File: config.mk
export PLATFORM = sky130hd
export DESIGN_NAME = sram_arbiter_flat
export DESIGN_NICKNAME = d
export VERILOG_FILES = /design/src/rtl/sram_arbiter_pkg.sv /design/src/rtl/sram_arbiter_if.sv /design/src/rtl/sram_arbiter_rr_pick2.sv /design/src/rtl/sram_arbiter.sv /design/src/flat_wrapper.sv
export SDC_FILE = /design/constraint.sdc
export NUM_CORES = 1
export LEC_CHECK = 0
export CAP_MARGIN = 20
export CORE_ASPECT_RATIO = 1.4
export CORE_MARGIN = 4
export CORE_UTILIZATION = 31
export DETAILED_ROUTE_END_ITERATION = 6
export GPL_TIMING_DRIVEN = 0
export PLACE_DENSITY = 0.61
export SYNTH_ARGS = -nofsm -noshare
export SYNTH_HDL_FRONTEND = slang
export SYNTH_SLANG_ARGS = --single-unit
File: constraint.sdc
create_clock -name clk -period 2.6 [get_ports clk]
set_input_delay 0.65 -clock clk [delete_from_list [all_inputs] [get_ports clk]]
set_output_delay 0.65 -clock clk [all_outputs]
set_load 0.02 [all_outputs]
File: src/rtl/sram_arbiter_pkg.sv
// Shared types and widths for the two-port SRAM request arbiter.
package sram_arb_pkg;

    localparam int ADDR_W = 19;
    localparam int DATA_W = 8;

    typedef enum logic [2:0] {
        ST_IDLE    = 3'd0,
        ST_ISSUE   = 3'd1,
        ST_WAIT_RD = 3'd2,
        ST_WAIT_WR = 3'd3,
        ST_DONE    = 3'd4
    } arb_state_e;

    // One latched transaction as presented to the SRAM controller.
    typedef struct packed {
        logic [ADDR_W-1:0] addr;
        logic              rh_wl;
        logic [DATA_W-1:0] wdata;
    } sram_txn_t;

    function automatic int max2(input int a, input int b);
        return (a > b) ? a : b;
    endfunction

endpackage

File: src/rtl/sram_arbiter_if.sv
// Requester-side and controller-side bundles for the SRAM arbiter.
interface sram_arb_req_if;
    import sram_arb_pkg::*;

    logic              req;
    logic              rh_wl;
    logic [ADDR_W-1:0] addr;
    logic [DATA_W-1:0] wdata;
    logic              ack;
    logic [DATA_W-1:0] rdata;
    logic              err;

    modport master (output req, rh_wl, addr, wdata, input ack, rdata, err);
    modport slave  (input req, rh_wl, addr, wdata, output ack, rdata, err);
endinterface

interface sram_arb_mem_if;
    import sram_arb_pkg::*;

    logic              sram_req;
    logic [ADDR_W-1:0] sram_addr;
    logic              sram_rh_wl;
    logic [DATA_W-1:0] sram_data_w;
    logic [DATA_W-1:0] sram_data_r;
    logic              sram_data_r_en;

    modport master (output sram_req, sram_addr, sram_rh_wl, sram_data_w,
                    input  sram_data_r, sram_data_r_en);
    modport slave  (input  sram_req, sram_addr, sram_rh_wl, sram_data_w,
                    output sram_data_r, sram_data_r_en);
endinterface

File: src/rtl/sram_arbiter_rr_pick2.sv
// Two-way round-robin picker: a lone requester wins, a tie goes to the
// port that was not served last.
module rr_pick2 (
    input  logic [1:0] req_i,
    input  logic       last_i,
    output logic [1:0] grant_o
);

    // One-hot winner selection from the request vector and last owner.
    always_comb begin
        grant_o = 2'b00;
        case (req_i)
            2'b01:   grant_o = 2'b01;
            2'b10:   grant_o = 2'b10;
            2'b11:   grant_o = last_i ? 2'b01 : 2'b10;
            default: grant_o = 2'b00;
        endcase
    end

endmodule

File: src/rtl/sram_arbiter.sv
// Round-robin arbiter sharing one SRAM controller request port between
// two requesters. One transaction in flight; every output is registered.
//
// state      | meaning
// -----------+------------------------------------------------------------
// ST_IDLE    | no transaction; pick a winner when any port requests
// ST_ISSUE   | single-cycle sram_req pulse, counter cleared
// ST_WAIT_RD | waiting for sram_data_r_en, bounded by RD_TIMEOUT
// ST_WAIT_WR | controller occupancy count of WR_CYCLES after a write
// ST_DONE    | one-cycle ack to the granted port, update round-robin owner
module sram_arbiter
    import sram_arb_pkg::*;
#(
    parameter int WR_CYCLES  = 3,
    parameter int RD_TIMEOUT = 15
) (
    input  logic           clk,
    input  logic           reset,
    sram_arb_req_if.slave  p0,
    sram_arb_req_if.slave  p1,
    sram_arb_mem_if.master mem,
    output logic           busy,
    output logic [1:0]     grant
);

    localparam int CNT_MAX = max2(WR_CYCLES, RD_TIMEOUT);
    localparam int CNT_W   = $clog2(CNT_MAX + 1);

    arb_state_e state_q, state_d;

    sram_txn_t                txn_q, txn_d;
    logic [1:0]               grant_q, grant_d;
    logic                     last_q, last_d;
    logic [CNT_W-1:0]         cnt_q, cnt_d, cnt_inc;
    logic [1:0][DATA_W-1:0]   rdata_q, rdata_d;
    logic [1:0]               err_q, err_d;
    logic [1:0]               ack_q, ack_d;
    logic                     sram_req_q, sram_req_d;
    logic                     busy_q, busy_d;

    logic [1:0] req_vec;
    logic [1:0] pick_gnt;
    logic       gidx;
    logic       rd_to;
    logic       wr_end;

    assign req_vec = {p1.req, p0.req};
    assign gidx    = grant_q[1];
    assign cnt_inc = cnt_q + 1'b1;
    assign rd_to   = (cnt_inc == CNT_W'(RD_TIMEOUT));
    assign wr_end  = (cnt_inc == CNT_W'(WR_CYCLES));

    rr_pick2 u_pick (
        .req_i   (req_vec),
        .last_i  (last_q),
        .grant_o (pick_gnt)
    );

    // State register.
    always_ff @(posedge clk) begin
        if (reset) begin
            state_q <= ST_IDLE;
        end else begin
            state_q <= state_d;
        end
    end

    // Next-state logic.
    always_comb begin
        state_d = state_q;
        case (state_q)
            ST_IDLE:    if (|req_vec) state_d = ST_ISSUE;
            ST_ISSUE:   state_d = txn_q.rh_wl ? ST_WAIT_RD : ST_WAIT_WR;
            ST_WAIT_RD: if (mem.sram_data_r_en || rd_to) state_d = ST_DONE;
            ST_WAIT_WR: if (wr_end) state_d = ST_DONE;
            ST_DONE:    state_d = ST_IDLE;
            default:    state_d = ST_IDLE;
        endcase
    end

    // Output/datapath next values; outputs are decoded from state_d so
    // they can be registered and still line up with the state they belong to.
    always_comb begin
        txn_d      = txn_q;
        grant_d    = grant_q;
        last_d     = last_q;
        cnt_d      = cnt_q;
        rdata_d    = rdata_q;
        err_d      = err_q;
        ack_d      = 2'b00;
        sram_req_d = (state_d == ST_ISSUE);
        busy_d     = (state_d != ST_IDLE);
        case (state_q)
            ST_IDLE: begin
                if (|req_vec) begin
                    grant_d = pick_gnt;
                    if (pick_gnt[1]) begin
                        txn_d = '{addr: p1.addr, rh_wl: p1.rh_wl, wdata: p1.wdata};
                    end else begin
                        txn_d = '{addr: p0.addr, rh_wl: p0.rh_wl, wdata: p0.wdata};
                    end
                end
            end
            ST_ISSUE: begin
                cnt_d = '0;
            end
            ST_WAIT_RD: begin
                // A strobe in the last waiting cycle still wins over timeout.
                if (mem.sram_data_r_en) begin
                    rdata_d[gidx] = mem.sram_data_r;
                    err_d[gidx]   = 1'b0;
                    ack_d[gidx]   = 1'b1;
                end else if (rd_to) begin
                    rdata_d[gidx] = '0;
                    err_d[gidx]   = 1'b1;
                    ack_d[gidx]   = 1'b1;
                end else begin
                    cnt_d = cnt_inc;
                end
            end
            ST_WAIT_WR: begin
                if (wr_end) begin
                    err_d[gidx] = 1'b0;
                    ack_d[gidx] = 1'b1;
                end else begin
                    cnt_d = cnt_inc;
                end
            end
            ST_DONE: begin
                last_d  = gidx;
                grant_d = 2'b00;
            end
            default: begin
                grant_d = 2'b00;
            end
        endcase
    end

    // Registered outputs and datapath; last owner resets to port 1 so
    // port 0 wins the first tie.
    always_ff @(posedge clk) begin
        if (reset) begin
            txn_q      <= '0;
            grant_q    <= 2'b00;
            last_q     <= 1'b1;
            cnt_q      <= '0;
            rdata_q    <= '0;
            err_q      <= 2'b00;
            ack_q      <= 2'b00;
            sram_req_q <= 1'b0;
            busy_q     <= 1'b0;
        end else begin
            txn_q      <= txn_d;
            grant_q    <= grant_d;
            last_q     <= last_d;
            cnt_q      <= cnt_d;
            rdata_q    <= rdata_d;
            err_q      <= err_d;
            ack_q      <= ack_d;
            sram_req_q <= sram_req_d;
            busy_q     <= busy_d;
        end
    end

    assign p0.ack   = ack_q[0];
    assign p0.rdata = rdata_q[0];
    assign p0.err   = err_q[0];
    assign p1.ack   = ack_q[1];
    assign p1.rdata = rdata_q[1];
    assign p1.err   = err_q[1];

    assign mem.sram_req    = sram_req_q;
    assign mem.sram_addr   = txn_q.addr;
    assign mem.sram_rh_wl  = txn_q.rh_wl;
    assign mem.sram_data_w = txn_q.wdata;

    assign busy  = busy_q;
    assign grant = grant_q;

endmodule

File: src/flat_wrapper.sv
// flat-port wrapper written by rule: the top's interface ports become plain ports
module sram_arbiter_flat import sram_arb_pkg::*;
#(
    parameter int WR_CYCLES  = 3,
    parameter int RD_TIMEOUT = 15
)
  (clk, reset, busy, grant, p0_req, p0_rh_wl, p0_addr, p0_wdata, p0_ack, p0_rdata, p0_err, p1_req, p1_rh_wl, p1_addr, p1_wdata, p1_ack, p1_rdata, p1_err, mem_sram_req, mem_sram_addr, mem_sram_rh_wl, mem_sram_data_w, mem_sram_data_r, mem_sram_data_r_en);
  sram_arb_req_if p0_i ();
  sram_arb_req_if p1_i ();
  sram_arb_mem_if mem_i ();
  input  logic clk;
  input  logic reset;
  output logic busy;
  output logic [1:0] grant;
  input wire logic [$bits(p0_i.req)-1:0] p0_req;
  input wire logic [$bits(p0_i.rh_wl)-1:0] p0_rh_wl;
  input wire logic [$bits(p0_i.addr)-1:0] p0_addr;
  input wire logic [$bits(p0_i.wdata)-1:0] p0_wdata;
  output wire logic [$bits(p0_i.ack)-1:0] p0_ack;
  output wire logic [$bits(p0_i.rdata)-1:0] p0_rdata;
  output wire logic [$bits(p0_i.err)-1:0] p0_err;
  input wire logic [$bits(p1_i.req)-1:0] p1_req;
  input wire logic [$bits(p1_i.rh_wl)-1:0] p1_rh_wl;
  input wire logic [$bits(p1_i.addr)-1:0] p1_addr;
  input wire logic [$bits(p1_i.wdata)-1:0] p1_wdata;
  output wire logic [$bits(p1_i.ack)-1:0] p1_ack;
  output wire logic [$bits(p1_i.rdata)-1:0] p1_rdata;
  output wire logic [$bits(p1_i.err)-1:0] p1_err;
  output wire logic [$bits(mem_i.sram_req)-1:0] mem_sram_req;
  output wire logic [$bits(mem_i.sram_addr)-1:0] mem_sram_addr;
  output wire logic [$bits(mem_i.sram_rh_wl)-1:0] mem_sram_rh_wl;
  output wire logic [$bits(mem_i.sram_data_w)-1:0] mem_sram_data_w;
  input wire logic [$bits(mem_i.sram_data_r)-1:0] mem_sram_data_r;
  input wire logic [$bits(mem_i.sram_data_r_en)-1:0] mem_sram_data_r_en;
  assign p0_i.req = p0_req;
  assign p0_i.rh_wl = p0_rh_wl;
  assign p0_i.addr = p0_addr;
  assign p0_i.wdata = p0_wdata;
  assign p0_ack = p0_i.ack;
  assign p0_rdata = p0_i.rdata;
  assign p0_err = p0_i.err;
  assign p1_i.req = p1_req;
  assign p1_i.rh_wl = p1_rh_wl;
  assign p1_i.addr = p1_addr;
  assign p1_i.wdata = p1_wdata;
  assign p1_ack = p1_i.ack;
  assign p1_rdata = p1_i.rdata;
  assign p1_err = p1_i.err;
  assign mem_sram_req = mem_i.sram_req;
  assign mem_sram_addr = mem_i.sram_addr;
  assign mem_sram_rh_wl = mem_i.sram_rh_wl;
  assign mem_sram_data_w = mem_i.sram_data_w;
  assign mem_i.sram_data_r = mem_sram_data_r;
  assign mem_i.sram_data_r_en = mem_sram_data_r_en;
  sram_arbiter #(.WR_CYCLES(WR_CYCLES), .RD_TIMEOUT(RD_TIMEOUT)) u_core (.clk(clk), .reset(reset), .p0(p0_i), .p1(p1_i), .mem(mem_i), .busy(busy), .grant(grant));
endmodule
=== After elaboration in Yosys (flattened, before gate mapping) ===
Index checks and enable logic that the tools add are counted.

* Logic and storage cells: 81
* Output and inout port bits: 52
* Bits in registers: 60

* Reductions and logical operators: 14
* Magnitude comparators: 2
* Mux-type cells: 29
* Bitwise logic cells: 6
* Equality and inequality tests: 16
* Add/subtract/negate cells: 1

{| class="wikitable"
|+ Operators with widths
! cell !! count
|-
| two-way mux 16 bit || 2
|-
| two-way mux 28 bit || 1
|-
| AND 16 bit || 1
|-
| bitwise mux 16 bit || 1
|-
| two-way mux 2 bit || 8
|-
| NOT 16 bit || 1
|-
| two-way mux 4 bit || 3
|-
| one-hot mux 2 bit (2 select lines) || 3
|-
| one-hot mux 3 bit (4 select lines) || 1
|-
| one-hot mux 4 bit (3 select lines) || 1
|-
| two-way mux 3 bit || 3
|-
| demux 8 bit (select 1 bit) || 1
|-
| two-way mux 8 bit || 1
|-
| == test 3 x 1 -> 1 bit (second input constant) || 2
|-
| == test 3 x 2 -> 1 bit (second input constant) || 2
|-
| != test 2 bit (second input constant) || 3
|-
| one-hot mux 2 bit (3 select lines) || 1
|-
| AND reduction 2 bit || 3
|-
| nonzero test 3 bit || 2
|-
| adder 4 x 1 -> 4 bit (second input constant) || 1
|-
| == test 2 bit (second input constant) || 2
|-
| == test 4 x 2 -> 1 bit (second input constant) || 1
|-
| == test 4 bit (second input constant) || 1
|-
| != test 2 x 1 -> 1 bit (second input constant) || 2
|-
| 19 further kinds || 21
|}

=== Longest topological paths before layout ===
Gate-level depths: netlist of run 1.

* Word-level depth: 8
* Gate-level depth with buffers: 7

=== Modules after synthesis ===
From an unflattened synthesis of run 1, not the netlist that was laid out.

* Cell total of the unflattened synthesis: 292
* Area total of the unflattened synthesis: 2,671.3 um^2

{| class="wikitable"
|+ By module, submodules not included
! module !! cells each !! area an instance (um^2) !! seq. area each (um^2) !! instances
|-
| sram_arbiter || 289 || 2,652.5 || 1,201.2 || 1
|-
| rr_pick2 || 3 || 18.8 || 0.0 || 1
|}

=== Worst setup path after synthesis of run 1 ===
No wires, ideal clock.

* Kind: register -> register
* Start: register u_core.cnt_q[1]
* End: register u_core.rdata_q, in the netlist u_core.p0.rdata[0]
* Required time: 2.472 ns
* Library setup time: 0.128 ns
* Stages on the path, launching flop included: 8
* Path slack: 0.416 ns
* Arrival time: 2.056 ns
* Path through: dfxtp_1 ha_1 buf_2 and3b_2 a21oi_1 a2111oi_4 mux2i_1 nor2_1

* Cells in the longest elaborated chain, start to end: 4

{| class="wikitable"
|+ Ends and longest elaborated chain
! element !! line !! RTL
|-
| start, declared || sram_arbiter.sv:34 || <nowiki>logic [CNT_W-1:0] cnt_q, cnt_d, cnt_inc;</nowiki>
|-
| start signal, assigned || sram_arbiter.sv:156 || <nowiki>cnt_q <= cnt_d;</nowiki>
|-
| adder 4 x 1 -> 4 bit || sram_arbiter.sv:49 || <nowiki>assign cnt_inc = cnt_q + 1'b1;</nowiki>
|-
| == test 4 bit || sram_arbiter.sv:50 || <nowiki>assign rd_to = (cnt_inc == CNT_W'(RD_TIMEOUT));</nowiki>
|-
| nonzero test 2 bit (no source line) || - ||
|-
| AND reduction 2 bit (no source line) || - ||
|-
| end signal, assigned || sram_arbiter.sv:157 || <nowiki>rdata_q <= rdata_d;</nowiki>
|-
| end, declared || sram_arbiter.sv:35 || <nowiki>logic [1:0][DATA_W-1:0] rdata_q, rdata_d;</nowiki>
|}

No other way between the ends.
A chain may end at the register's enable or synchronous reset.

=== Worst setup path in the final report of run 1 ===
* Start: input port p0_req
* End: register u_core.txn_q, in the netlist u_core.mem.sram_addr[9]

* Cells in the longest elaborated chain, start to end: 3
* Elaborated cells between the ends (all ways): 7

{| class="wikitable"
|+ Ends and longest elaborated chain
! element !! line !! RTL
|-
| start, declared || flat_wrapper.sv:15 || <nowiki>input wire logic [$bits(p0_i.req)-1:0] p0_req;</nowiki>
|-
| == test 2 bit / == test 2 x 1 -> 1 bit (equally long branches) || sram_arbiter_rr_pick2.sv:12 || <nowiki>case (req_i)</nowiki>
|-
| one-hot mux 2 bit (3 select lines) || sram_arbiter_rr_pick2.sv:12 ||
|-
| two-way mux 28 bit || sram_arbiter.sv:97 || <nowiki>if (pick_gnt[1]) begin</nowiki>
|-
| end signal, assigned || sram_arbiter.sv:153 || <nowiki>txn_q <= txn_d;</nowiki>
|-
| end, declared || sram_arbiter.sv:31 || <nowiki>sram_txn_t txn_q, txn_d;</nowiki>
|}

Parallel ways exist; a longest one is shown, timed or not.

==> out/qor.csv, run 1 <==
stage,metric,value,unit
run_status,run status,completed,
synthesis,number of storage elements in the synthesis netlist,60,
clock_tree,maximum level of the CTS H-tree,3,
global_route,global-route wire length before repair,12.8,mm
floorplanning,Starting Density,0.320,
synthesis,share of synthesized flip-flops with an asynchronous set or reset,0,
sta,final clock skew,0.00597,ns
clock_tree,CTS Buf Count,9,
power,LEAKAGE,1.58,nW
synthesis,largest cells by area after synthesis,"sky130_fd_sc_hd__dfxtp_1 44%, sky130_fd_sc_hd__mux2i_1 16%, sky130_fd_sc_hd__a211oi_1 7.6%",
sta,TNS Setup,0,ns
detailed_routing,Post-Route M1 WL,3.23,mm
job,number of max-cap violations,0,
clock_tree,clock insertion delay at the later pin of the skew report,0.33,ns
critical_path,flop2flop setup slack,0.32,ns
synthesis,Synth Flop Type,sky130_fd_sc_hd__dfxtp_1,
power,Worst VDD drop,0.470,mV
cells_and_area,design area,4430,um^2
placed_design,total placed cells including tap cells,515,
detailed_routing,met2 wire len,4.40,mm
synthesis,area share of the leading cell type in the synthesized netlist,0.436,
sta,fin. max-slew vios,0,
cells_and_area,number of nets in the final layout,494,
placed_design,post-DP HPWL,6.30,mm
sta,Worst Tran Pin Value,0.773,ns
detailed_routing,first-iteration detailed-routing DRC count,79,
sta,maximum frequency from static timing analysis,0.435,GHz
placed_design,routability congestion estimate,0.752,
cells_and_area,most common library cell in the layout ignoring fill and taps,sky130_fd_sc_hd__clkdlybuf4s50_1,
sta,unrepaired setup endpoints after global routing,false,
power,power density cells,662,nW/um^2
detailed_routing,router iterations before antenna repair,4,
detailed_routing,residual antenna-violating net count after detailed routing,0,
floorplanning,die width,87.7,um
detailed_routing,drt total wl,8.28,mm
synthesis,Mapped Nets,362,
cells_and_area,"commonest cells after routing, fill and taps aside","119 x sky130_fd_sc_hd__clkdlybuf4s50_1, 60 x sky130_fd_sc_hd__dfxtp_1, 52 x sky130_fd_sc_hd__nor2_1, 45 x sky130_fd_sc_hd__mux2i_1, 28 x sky130_fd_sc_hd__a211oi_1",
detailed_routing,highest signal layer in the routed design,met4,
synthesis,largest area contributor in the synthesized netlist,sky130_fd_sc_hd__dfxtp_1,
clock_tree,Clock transition at path regs,0.05,ns
sta,final count of hold timing violations,0,
cells_and_area,final standard cell utilization of the core,0.514,
detailed_routing,post-detailed-route via-to-cell ratio,4.91,
clock_tree,clock tree from TritonCTS,yes,
critical_path,crit path capture type,flop,
cells_and_area,share of post-route cells with drive strength above 1,0.0794,
global_route,initial antenna violation count,0,
sta,final setup fails,0,
clock_tree,clock tree buffer depth,2,
sta,shortest period the worst path allows,2.30,ns
global_route,pin count of the biggest net entering global routing,11,
synthesis,total of warnings raised by yosys,0,
floorplanning,Floorplan Core Area,8610,um^2
placed_design,cell area after placement,4080,um^2
floorplanning,number of standard-cell rows in the floorplan,40,
synthesis,"EDFF count, synth",0,
clock_tree,clock root buffer master,sky130_fd_sc_hd__clkbuf_16,
sta,share of the clock period used by the worst path,0.885,
detailed_routing,per-cell routed wire length,15.5,um
synthesis,sequential share of the synthesized area,0.436,
floorplanning,die height,120,um
critical_path,crit path kind,in -> reg,
critical_path,WP data arrival,2.53,ns
global_route,Total GRT Usage,0.158,
global_route,total global routing overflow,0,
cells_and_area,area overhead of the layout relative to synthesis,60.5,%
synthesis,number of unique standard cell types used by synthesis,44,
sta,Slew Limit Headroom,0.485,
detailed_routing,DRC,0,
cells_and_area,diode count,0,
floorplanning,total die area,10500,um^2
critical_path,startpoint class of the critical path,input pin,
placed_design,Port-buffer cells,119,
synthesis,mean instance size in the synthesized netlist,9.48,um^2
floorplanning,# IOs,121,
critical_path,"Data required, critical path",2.83,ns
synthesis,post-synthesis cell area,2760,um^2
global_route,number of global-route vias before repair,2509,
cells_and_area,filler-free cell count of the finished design,533,
min_path,type of the most critical hold path,reg -> reg,
detailed_routing,Met3 Routed Length,466,um
critical_path,maximum fanout along the worst path,10,
synthesis,Post-Syn Instances,291,
detailed_routing,number of vias in the routed layout,2618,
clock_tree,number of clock sinks,60,
layer usage:
layer	track usage	vias to the layer above
li1	-	1311
met1	0.173	1219
met2	0.274	73
met3	0.0426	15
met4	0.0739	0
met5	0	-
cells by family after synthesis:
family / after synthesis / synth area share
compound gates: 59 / 0.181
fa+ha+maj: 2 / 0.00907
buf+inv: 27 / 0.0377
flops: 60 / 0.436
mux: 45 / 0.163
simple gates: 98 / 0.173
repair_timing:
action / CTS / global route
hold buffers: 0 / 0
setup buffers: 0 / 2
gates resized for setup: 0 / 4
endpoints found under the setup margin: 0 / 26
endpoints found under the hold margin: 0 / 0
state kept, by name (all words and copies together), names as in the netlist, named ones only:
name	cells
u_core.ack_q	2
u_core.busy	1
u_core.cnt_q	4
u_core.grant	2
u_core.last_q	1
u_core.mem.sram_addr	19
u_core.mem.sram_data_w	8
u_core.mem.sram_req	1
u_core.mem.sram_rh_wl	1
u_core.p0.rdata	8
u_core.p1.rdata	8
u_core.state_q	3
Yosys cell counts, types with 2 or more instances:
| library cell | count |
|---|---|
| sky130_fd_sc_hd__mux2i_1 | 45 |
| sky130_fd_sc_hd__clkbuf_1 | 18 |
| sky130_fd_sc_hd__inv_1 | 5 |
| sky130_fd_sc_hd__nand3_1 | 4 |
| sky130_fd_sc_hd__nor3_1 | 2 |
| sky130_fd_sc_hd__dfxtp_1 | 60 |
| sky130_fd_sc_hd__o211ai_1 | 2 |
| sky130_fd_sc_hd__and2_1 | 10 |
| sky130_fd_sc_hd__or3_2 | 2 |
| sky130_fd_sc_hd__and3b_2 | 3 |
| sky130_fd_sc_hd__ha_1 | 2 |
| sky130_fd_sc_hd__nor2_1 | 52 |
| sky130_fd_sc_hd__buf_1 | 2 |
| sky130_fd_sc_hd__o31ai_1 | 3 |
| sky130_fd_sc_hd__nor2b_1 | 2 |
| sky130_fd_sc_hd__or4_1 | 2 |
| sky130_fd_sc_hd__a21oi_1 | 4 |
| sky130_fd_sc_hd__a2111oi_4 | 2 |
| sky130_fd_sc_hd__nand2b_1 | 4 |
| sky130_fd_sc_hd__buf_2 | 2 |
| sky130_fd_sc_hd__nand2_1 | 8 |
| sky130_fd_sc_hd__nand4_1 | 2 |
| sky130_fd_sc_hd__a211oi_1 | 28 |
| sky130_fd_sc_hd__o21ai_0 | 7 |
stage by stage:
stage / power, mW / hold WS [ns] / setup WS (ns)
6_report: 2.93 / 0.494 / 0.300
5_1_grt: 3.06 / 0.511 / 0.0696
3_5_place_dp: 1.75 / 0.479 / -0.116
4_1_cts: 2.95 / 0.497 / 0.0434
2_1_floorplan: 1.41 / 0.453 / 0.416
3_3_place_gp: 1.74 / 0.477 / -0.0799
worst paths after layout:
check,from,to,cells past startpoint
max,p0_req,u_core.mem.sram_addr[9],7
min,u_core.mem.sram_addr[0],u_core.mem.sram_addr[0],2
max reg2reg,u_core.cnt_q[1],u_core.busy,6
min reg2reg,u_core.mem.sram_addr[0],u_core.mem.sram_addr[0],2
cell type report:
| class | count | area (um^2) |
|---|---|---|
| fillers | 834 | 4180 |
| multi-input cells | 204 | 1450 |
| repair buffers | 121 | 1230 |
| flip-flops and latches | 60 | 1200 |
| clock buffers | 12 | 256 |
| well taps | 105 | 131 |
| plain buffers | 22 | 87.6 |
| clock inverters | 4 | 47.5 |
| inverters | 5 | 18.8 |
worst max-delay path, stage by stage:
cell and delay [ns]:
sky130_fd_sc_hd__clkdlybuf4s50_1 0.52, sky130_fd_sc_hd__nor2_1 0.08, sky130_fd_sc_hd__nor4_1 0.29, sky130_fd_sc_hd__clkbuf_2 0.30, sky130_fd_sc_hd__clkbuf_1 0.39, sky130_fd_sc_hd__nor2_1 0.07
sky130_fd_sc_hd__a211oi_1 0.23
where the power goes:
group          internal (mW)  leakage (nW)  switching (mW)
sequential              1.01         0.492          0.0457
combinational          0.329         0.936           0.348
clock                  0.790         0.149           0.413
total                   2.12          1.58           0.807
(Power assumes the default switching activity.)
==> run 2, diff against run 1 <==
--- a/config.mk
+++ b/config.mk
@@ -5,13 +5,13 @@
 export SDC_FILE = /design/constraint.sdc
 export NUM_CORES = 1
 export LEC_CHECK = 0
-export CAP_MARGIN = 20
 export CORE_ASPECT_RATIO = 1.4
 export CORE_MARGIN = 4
-export CORE_UTILIZATION = 31
+export CORE_UTILIZATION = 40
 export DETAILED_ROUTE_END_ITERATION = 6
 export GPL_TIMING_DRIVEN = 0
-export PLACE_DENSITY = 0.61
+export PLACE_DENSITY = 0.77
 export SYNTH_ARGS = -nofsm -noshare
 export SYNTH_HDL_FRONTEND = slang
+export SYNTH_HIERARCHICAL = 1
 export SYNTH_SLANG_ARGS = --single-unit
==> run 2 against run 1 <==
Sequential share of layout area is 2.0 points higher. Cell area is 6.7% lower. Area after synthesis is 3.1% lower. Total power is 15% lower. Hold slack worse by 0.028 ns. Critical path depth is 2 lower. Global-route usage is 3.2 points higher. Flip-flop and latch count stayed put. Clock power is 38% lower. Core utilization is 12 points higher. Wire length is 7.2% lower. Highest routed layer unchanged.
==> out/qor.csv, run 2 <==
stage,metric,value,unit,change
detailed_routing,highest signal layer in the routed design,met4,,
floorplanning,die width,77.1,um,-12%
sta,Slew Limit Headroom,0.352,,-0.133
floorplanning,number of standard-cell rows in the floorplan,35,,-13%
synthesis,mean instance size in the synthesized netlist,9.15,um^2,-3.5%
floorplanning,total die area,8070,um^2,-23%
synthesis,share of synthesized flip-flops with an asynchronous set or reset,0,,unchanged
placed_design,post-DP HPWL,5.92,mm,-6.1%
sta,worst setup margin,0.205,ns,-0.0950 ns
detailed_routing,drt total wl,7.69,mm,-7.2%
global_route,initial antenna violation count,0,,unchanged
clock_tree,clock insertion delay at the later pin of the skew report,0.34,ns,about the same
floorplanning,Floorplan Core Area,6530,um^2,-24%
critical_path,WP data arrival,2.59,ns,+0.06 ns
synthesis,cell with the most instances after synthesis,sky130_fd_sc_hd__dfxtp_1,,
power,fraction of power consumed by sequential logic,0.424,,+0.065
floorplanning,# IOs,121,,unchanged
run_status,run status,completed,,
floorplanning,Starting Density,0.409,,+0.0890
sta,fin. max-slew vios,0,,unchanged
clock_tree,clock root buffer master,sky130_fd_sc_hd__clkbuf_8,,
floorplanning,die height,105,um,-12%
critical_path,"Data required, critical path",2.79,ns,-0.04 ns
cells_and_area,most common library cell in the layout ignoring fill and taps,sky130_fd_sc_hd__clkdlybuf4s50_1,,
synthesis,number of unique standard cell types used by synthesis,43,,-2.3%
global_route,global-route wire length before repair,12.4,mm,-2.4%
clock_tree,number of clock sinks,60,,unchanged
power,Pint,1.70,mW,-20%
clock_tree,CTS Buf Count,9,,unchanged
cells_and_area,share of post-route cells with drive strength above 1,0.0634,,-0.0161
placed_design,routability congestion estimate,0.912,,+21%
detailed_routing,router iterations before antenna repair,5,,+1
sta,final count of hold timing violations,0,,unchanged
detailed_routing,met2 wire len,3.93,mm,-11%
clock_tree,Resize count post-CTS,0,,unchanged
critical_path,maximum fanout along the worst path,19,,+9
sta,share of the clock period used by the worst path,0.921,,+0.0365
global_route,total global routing overflow,0,,unchanged
critical_path,chain of cells forming the critical path,clkdlybuf4s50_1 > a21boi_0 > buf_2 > mux2i_1 > a211oi_1,,
global_route,Total GRT Usage,0.190,,+0.0319
power,LEAKAGE,1.46,nW,-7.5%
detailed_routing,Met3 Routed Length,669,um,+44%
detailed_routing,number of vias in the routed layout,2676,,+2.2%
clock_tree,maximum level of the CTS H-tree,3,,unchanged
placed_design,pre-CTS setup slack,-0.517,ns,-0.401 ns
sta,shortest period the worst path allows,2.40,ns,+0.0950 ns
clock_tree,number of setup buffers added after CTS,0,,unchanged
critical_path,cell with the largest stage delay on the worst path,sky130_fd_sc_hd__buf_2,,
cells_and_area,diode count,0,,unchanged
min_path,type of the most critical hold path,reg -> reg,,
detailed_routing,first-iteration detailed-routing DRC count,144,,+82%
power,power density cells,602,nW/um^2,-9.2%
synthesis,Mapped Nets,363,,+0.28%
clock_tree,clock tree from TritonCTS,yes,,
power,switching power of the nets,0.781,mW,-3.3%
detailed_routing,DRC,0,,unchanged
cells_and_area,area overhead of the layout relative to synthesis,54.6,%,
global_route,number of global-route vias before repair,2630,,+4.8%
power,share of power burned in the clock network,0.298,,-0.112
critical_path,longest individual stage delay on the worst path,0.58,ns,+0.06 ns
sta,Worst Tran Pin Value,0.956,ns,+0.184 ns
global_route,pin count of the biggest net entering global routing,20,,+9
sta,final setup fails,0,,unchanged
placed_design,Port-buffer cells,119,,unchanged
sta,Hold WS,0.466,ns,-0.0280 ns
sta,maximum frequency from static timing analysis,0.417,GHz,-4.0%
synthesis,post-synthesis cell area,2670,um^2,-3.1%
cells_and_area,number of flip-flops under the largest register name,19,,unchanged
power,PnR Total Power,2.48,mW,-15%
job,number of max-cap violations,0,,unchanged
cells_and_area,"commonest cells after routing, fill and taps aside","119 x sky130_fd_sc_hd__clkdlybuf4s50_1, 60 x sky130_fd_sc_hd__dfxtp_1, 36 x sky130_fd_sc_hd__nor2_1, 30 x sky130_fd_sc_hd__mux2i_1, 29 x sky130_fd_sc_hd__a211oi_1",,
detailed_routing,post-detailed-route via-to-cell ratio,5.35,,+9.0%
detailed_routing,per-cell routed wire length,15.4,um,-1.1%
power,Worst VDD drop,0.400,mV,-15%
sta,final clock skew,0.00923,ns,+0.00326 ns
sta,unrepaired setup endpoints after global routing,false,,
synthesis,"EDFF count, synth",0,,unchanged
synthesis,Synth Flop Type,sky130_fd_sc_hd__dfxtp_1,,
critical_path,crit path kind,in -> reg,,
power,switching part of the total,0.314,,+0.0389
cells_and_area,fill cell instance count of the final layout,573,,-31%
critical_path,startpoint class of the critical path,input pin,,
synthesis,Post-Syn Instances,292,,+0.34%
detailed_routing,Post-Route M1 WL,2.96,mm,-8.2%
clock_tree,Clock transition at path regs,0.07,ns,+0.02 ns
clock_tree,clock tree buffer depth,2,,unchanged
synthesis,largest area contributor in the synthesized netlist,sky130_fd_sc_hd__dfxtp_1,,
cells_and_area,number of nets in the final layout,492,,-0.40%
synthesis,area share of the leading cell type in the synthesized netlist,0.450,,+0.0141
synthesis,list of most frequent post-synthesis cells,"60 x sky130_fd_sc_hd__dfxtp_1, 36 x sky130_fd_sc_hd__nor2_1, 30 x sky130_fd_sc_hd__mux2i_1",,
detailed_routing,residual antenna-violating net count after detailed routing,0,,unchanged
synthesis,largest cells by area after synthesis,"sky130_fd_sc_hd__dfxtp_1 45%, sky130_fd_sc_hd__mux2i_1 11%, sky130_fd_sc_hd__a211oi_1 8.1%",,
synthesis,total of warnings raised by yosys,6,,+6
clock_tree,hold buffers post-CTS,0,,unchanged
critical_path,crit path capture type,flop,,
synthesis,number of storage elements in the synthesis netlist,60,,unchanged
synthesis,sequential share of the synthesized area,0.450,,+0.0141
power,part of the total power dissipated in combinational logic,0.278,,+0.047
[run 2: changes by cell type in the layout (fill, tap and decap cells not counted), sizes merged, moves of 4 or more]
cell    delta
nand2      +4
nand3      +6
nand4      +7
mux2i     -15
a21oi     +16
o21ai      -5
nand2b     +5
and2       -9
clkbuf     -5
nor2      -16
[run 2: cell families (layout without fill, tap and decap cells)]
| logic type | Yosys count | count (layout) | synth area share |
|---|---|---|---|
| AO/OA/AOI/OAI | 71 | 71 | 0.191 |
| buffers and inverters | 29 | 163 | 0.0459 |
| AND/OR/NAND/NOR | 99 | 99 | 0.188 |
| multiplexers | 31 | 31 | 0.117 |
| adder cells (fa/ha/maj) | 2 | 2 | 0.00937 |
| flip-flops | 60 | 60 | 0.450 |
[run 2: worst paths after layout]
| kind | cells after the start | start | endpoint | slack (ns) |
|---|---|---|---|---|
| max | 5 | p1_req | u_core/mem.sram_data_w[6] | 0.20 |
| min | 2 | u_core/p1.rdata[7] | u_core/p1.rdata[7] | 0.47 |
| max reg2reg | 7 | u_core/cnt_q[0] | u_core/cnt_q[1] | 0.23 |
| min reg2reg | 2 | u_core/p1.rdata[7] | u_core/p1.rdata[7] | 0.47 |
[run 2: power groups by stage]
stage	logic (mW)	registers, mW	clock network, mW
after floorplan	0.259	1.16	0
after detailed placement	0.689	1.07	0
after global placement	0.682	1.07	0
after global routing	0.748	1.07	0.792
final	0.690	1.05	0.739
after CTS	0.693	1.06	0.751
[run 2: per-stage QoR]
step,area (um^2),instances,util,TNS (ns)
2_1_floorplan,2670,292,-,0
3_3_place_gp,3960,485,0.606,-3.98
3_5_place_dp,3960,485,0.606,-4.58
4_1_cts,4130,500,0.633,0
5_1_grt,4130,500,0.633,0
6_report,4130,500,0.633,0
[run 2: final cells by class]
cell class / instances / area (um^2) / area share
Tap cell: 74 / 92.6 / 0.0224
Sequential cell: 60 / 1200 / 0.291
Buffer: 23 / 100 / 0.0242
Multi-Input combinational cell: 203 / 1350 / 0.326
Clock inverter: 6 / 40.0 / 0.00970
Clock buffer: 10 / 138 / 0.0333
Timing Repair Buffer: 119 / 1190 / 0.288
Inverter: 5 / 18.8 / 0.00455
[run 2: per-layer routing]
metal  GRT usage  vias to the layer above
met5           0                        -
met4      0.0585                        0
met1       0.202                     1211
li1            -                     1330
met3      0.0759                       16
met2       0.339                      119
[run 2: worst max-delay path: cells and delay by family]
| kind | cells | cell delay (ns) |
|---|---|---|
| buf+inv | 2 | 1.13 |
| compound gates | 2 | 0.43 |
| mux | 1 | 0.36 |
==> run 3, diff against run 2 <==
--- a/config.mk
+++ b/config.mk
@@ -5,12 +5,16 @@
 export SDC_FILE = /design/constraint.sdc
 export NUM_CORES = 1
 export LEC_CHECK = 0
+export CELL_PAD_IN_SITES_DETAIL_PLACEMENT = 1
+export CELL_PAD_IN_SITES_GLOBAL_PLACEMENT = 1
 export CORE_ASPECT_RATIO = 1.4
 export CORE_MARGIN = 4
-export CORE_UTILIZATION = 40
+export CORE_UTILIZATION = 30
 export DETAILED_ROUTE_END_ITERATION = 6
 export GPL_TIMING_DRIVEN = 0
-export PLACE_DENSITY = 0.77
+export HOLD_SLACK_MARGIN = 0.03
+export PLACE_DENSITY = 0.79
+export SKIP_LAST_GASP = 1
 export SYNTH_ARGS = -nofsm -noshare
 export SYNTH_HDL_FRONTEND = slang
 export SYNTH_HIERARCHICAL = 1
==> run 3 against run 2 <==
Global-route usage decreased by 1.4 points. Register-to-register slack improved by 0.04 ns. Hold slack improved by 0.0041 ns. Total power increased by 18%. Clock skew decreased by 0.00059 ns. Count of clock-buffer cells in the layout increased by 5. Non-clock buffer count unchanged. Highest routed layer unchanged.
==> out/qor.csv, run 3 (synthesis results as in run 2) <==
stage,metric,value,unit,change
cells_and_area,most common library cell in the layout ignoring fill and taps,sky130_fd_sc_hd__clkdlybuf4s50_1,,
critical_path,cell with the largest stage delay on the worst path,sky130_fd_sc_hd__o311ai_1,,
placed_design,cell area after placement,3990,um^2,+0.98%
clock_tree,maximum level of the CTS H-tree,3,,unchanged
run_status,run status,completed,,
critical_path,"Data required, critical path",2.85,ns,+0.06 ns
clock_tree,Clock transition at path regs,0.05,ns,-0.02 ns
clock_tree,clock tree from TritonCTS,yes,,
placed_design,Port-buffer cells,119,,unchanged
cells_and_area,final standard cell utilization of the core,0.496,,-0.137
floorplanning,# IOs,121,,unchanged
cells_and_area,number of flip-flops under the largest register name,19,,unchanged
detailed_routing,post-detailed-route via-to-cell ratio,5.12,,-4.3%
floorplanning,Starting Density,0.309,,-0.101
global_route,Total GRT Usage,0.176,,-0.0137
cells_and_area,share of post-route cells with drive strength above 1,0.0563,,-0.00704
critical_path,startpoint class of the critical path,input pin,,
power,power density cells,683,nW/um^2,+14%
sta,share of the clock period used by the worst path,0.910,,-0.0109
detailed_routing,DRC,0,,unchanged
clock_tree,clock insertion delay at the later pin of the skew report,0.33,ns,about the same
critical_path,crit path capture type,flop,,
power,LEAKAGE,1.53,nW,+4.6%
placed_design,post-DP HPWL,6.75,mm,+14%
sta,fin. max-slew vios,0,,unchanged
clock_tree,number of setup buffers added after CTS,0,,unchanged
sta,maximum frequency from static timing analysis,0.422,GHz,+1.2%
sta,final setup fails,0,,unchanged
global_route,initial antenna violation count,0,,unchanged
detailed_routing,number of vias in the routed layout,2721,,+1.7%
floorplanning,die width,87.8,um,+14%
sta,final count of hold timing violations,0,,unchanged
critical_path,maximum fanout along the worst path,10,,-9
sta,Slew Limit Headroom,0.314,,-0.0381
critical_path,WP data arrival,2.61,ns,+0.02 ns
sta,unrepaired setup endpoints after global routing,false,,
critical_path,chain of cells forming the critical path,clkdlybuf4s50_1 > clkbuf_1 > o311ai_1 > nand2_1 > a21oi_1,,
cells_and_area,"commonest cells after routing, fill and taps aside","119 x sky130_fd_sc_hd__clkdlybuf4s50_1, 60 x sky130_fd_sc_hd__dfxtp_1, 36 x sky130_fd_sc_hd__nor2_1, 30 x sky130_fd_sc_hd__mux2i_1, 29 x sky130_fd_sc_hd__a211oi_1",,
critical_path,longest individual stage delay on the worst path,0.92,ns,+0.34 ns
global_route,global-route wire length before repair,14.5,mm,+17%
clock_tree,clock tree buffer depth,2,,unchanged
sta,shortest period the worst path allows,2.37,ns,-0.0282 ns
sta,final clock skew,0.00864,ns,-0.000593 ns
sta,Worst Tran Pin Value,1.01,ns,+0.0563 ns
cells_and_area,area overhead of the layout relative to synthesis,60.7,%,
clock_tree,clock root buffer master,sky130_fd_sc_hd__clkbuf_16,,
placed_design,routability congestion estimate,0.819,,-10%
floorplanning,total die area,10500,um^2,+30%
min_path,type of the most critical hold path,reg -> reg,,
clock_tree,CTS Buf Count,9,,unchanged
detailed_routing,first-iteration detailed-routing DRC count,105,,-27%
cells_and_area,design area,4290,um^2,+4.0%
detailed_routing,drt total wl,8.76,mm,+14%
detailed_routing,router iterations before antenna repair,4,,-1
floorplanning,Floorplan Core Area,8660,um^2,+33%
floorplanning,die height,120,um,+14%
critical_path,crit path kind,in -> reg,,
global_route,number of global-route vias before repair,2954,,+12%
cells_and_area,fill cell instance count of the final layout,998,,+74%
detailed_routing,residual antenna-violating net count after detailed routing,0,,unchanged
cells_and_area,number of nets in the final layout,492,,unchanged
cells_and_area,diode count,0,,unchanged
power,Worst VDD drop,0.424,mV,+5.8%
global_route,total global routing overflow,0,,unchanged
global_route,pin count of the biggest net entering global routing,20,,unchanged
detailed_routing,per-cell routed wire length,16.5,um,+7.3%
clock_tree,number of clock sinks,60,,unchanged
job,number of max-cap violations,0,,unchanged
floorplanning,number of standard-cell rows in the floorplan,40,,+14%
[run 3: cell types whose count changed in the layout (fill, tap and decap cells not counted), sizes merged]
| cell | delta |
|---|---|
| bufinv | +1 |
| clkbuf | +5 |
| clkinv | -2 |
| clkinvlp | -4 |
[run 3: repair_timing]
| item | 4_1_cts | 5_1_grt |
|---|---|---|
| hold buffers | 0 | 0 |
| gates resized for setup | 0 | 1 |
| pin swaps | 0 | 0 |
| endpoints found under the setup margin | 9 | 1 |
[run 3: area by class of cell]
cell class | count | area, um^2 | share of cell area
multi-input cells | 203 | 1350 | 0.315
clock inverters | 1 | 30.0 | 0.00700
plain buffers | 23 | 100 | 0.0233
repair buffers | 119 | 1190 | 0.277
clock buffers | 15 | 268 | 0.0624
flip-flops and latches | 60 | 1200 | 0.280
well taps | 105 | 131 | 0.0306
inverters | 5 | 18.8 | 0.00437
[run 3: worst paths after layout]
check	start	to	cells after the start	slack [ns]
worst max-delay path	mem_sram_data_r_en	u_core/p1.rdata[2]	5	0.23
worst min-delay path	u_core/p1.rdata[3]	u_core/p1.rdata[3]	2	0.47
worst max register to register	u_core/cnt_q[0]	u_core/p1.rdata[2]	6	0.27
worst min register to register	u_core/p1.rdata[3]	u_core/p1.rdata[3]	2	0.47
[run 3: metrics by stage]
stage | cells | power, mW | hold slack (ns) | setup WS [ns] | setup TNS, ns
after global routing | 531 | 3.09 | 0.499 | 0.0730 | 0
final | 531 | 2.93 | 0.470 | 0.233 | 0
after floorplan | 292 | 1.42 | 0.498 | 0.590 | 0
after CTS | 531 | 2.97 | 0.475 | 0.159 | 0
after detailed placement | 516 | 1.78 | 0.466 | -0.490 | -4.51
after global placement | 516 | 1.76 | 0.449 | -0.488 | -4.24
[run 3: report_power, final]
group          leakage, nW  total, mW  internal [mW]  switching (mW)
logic                0.890      0.699          0.331           0.368
clock network        0.144       1.17          0.794           0.381
registers            0.492       1.06           1.01          0.0502
total                 1.53       2.93           2.13           0.799
[run 3: metal layers]
metal	wire [um]	GRT usage	vias to the layer above	share of wire
met5	0	0	-	0
met4	103	0.0653	0	0.012
met3	710	0.0632	8	0.081
met2	4700	0.312	92	0.54
met1	3250	0.185	1291	0.37
li1	-	-	1330	-
[run 3: worst max-delay path, delay by kind of cell]
family	cells	cell delay, ns
buffers and inverters	2	0.66
AOI/OAI and AO/OA	2	1.12
and+or+nand+nor	1	0.18
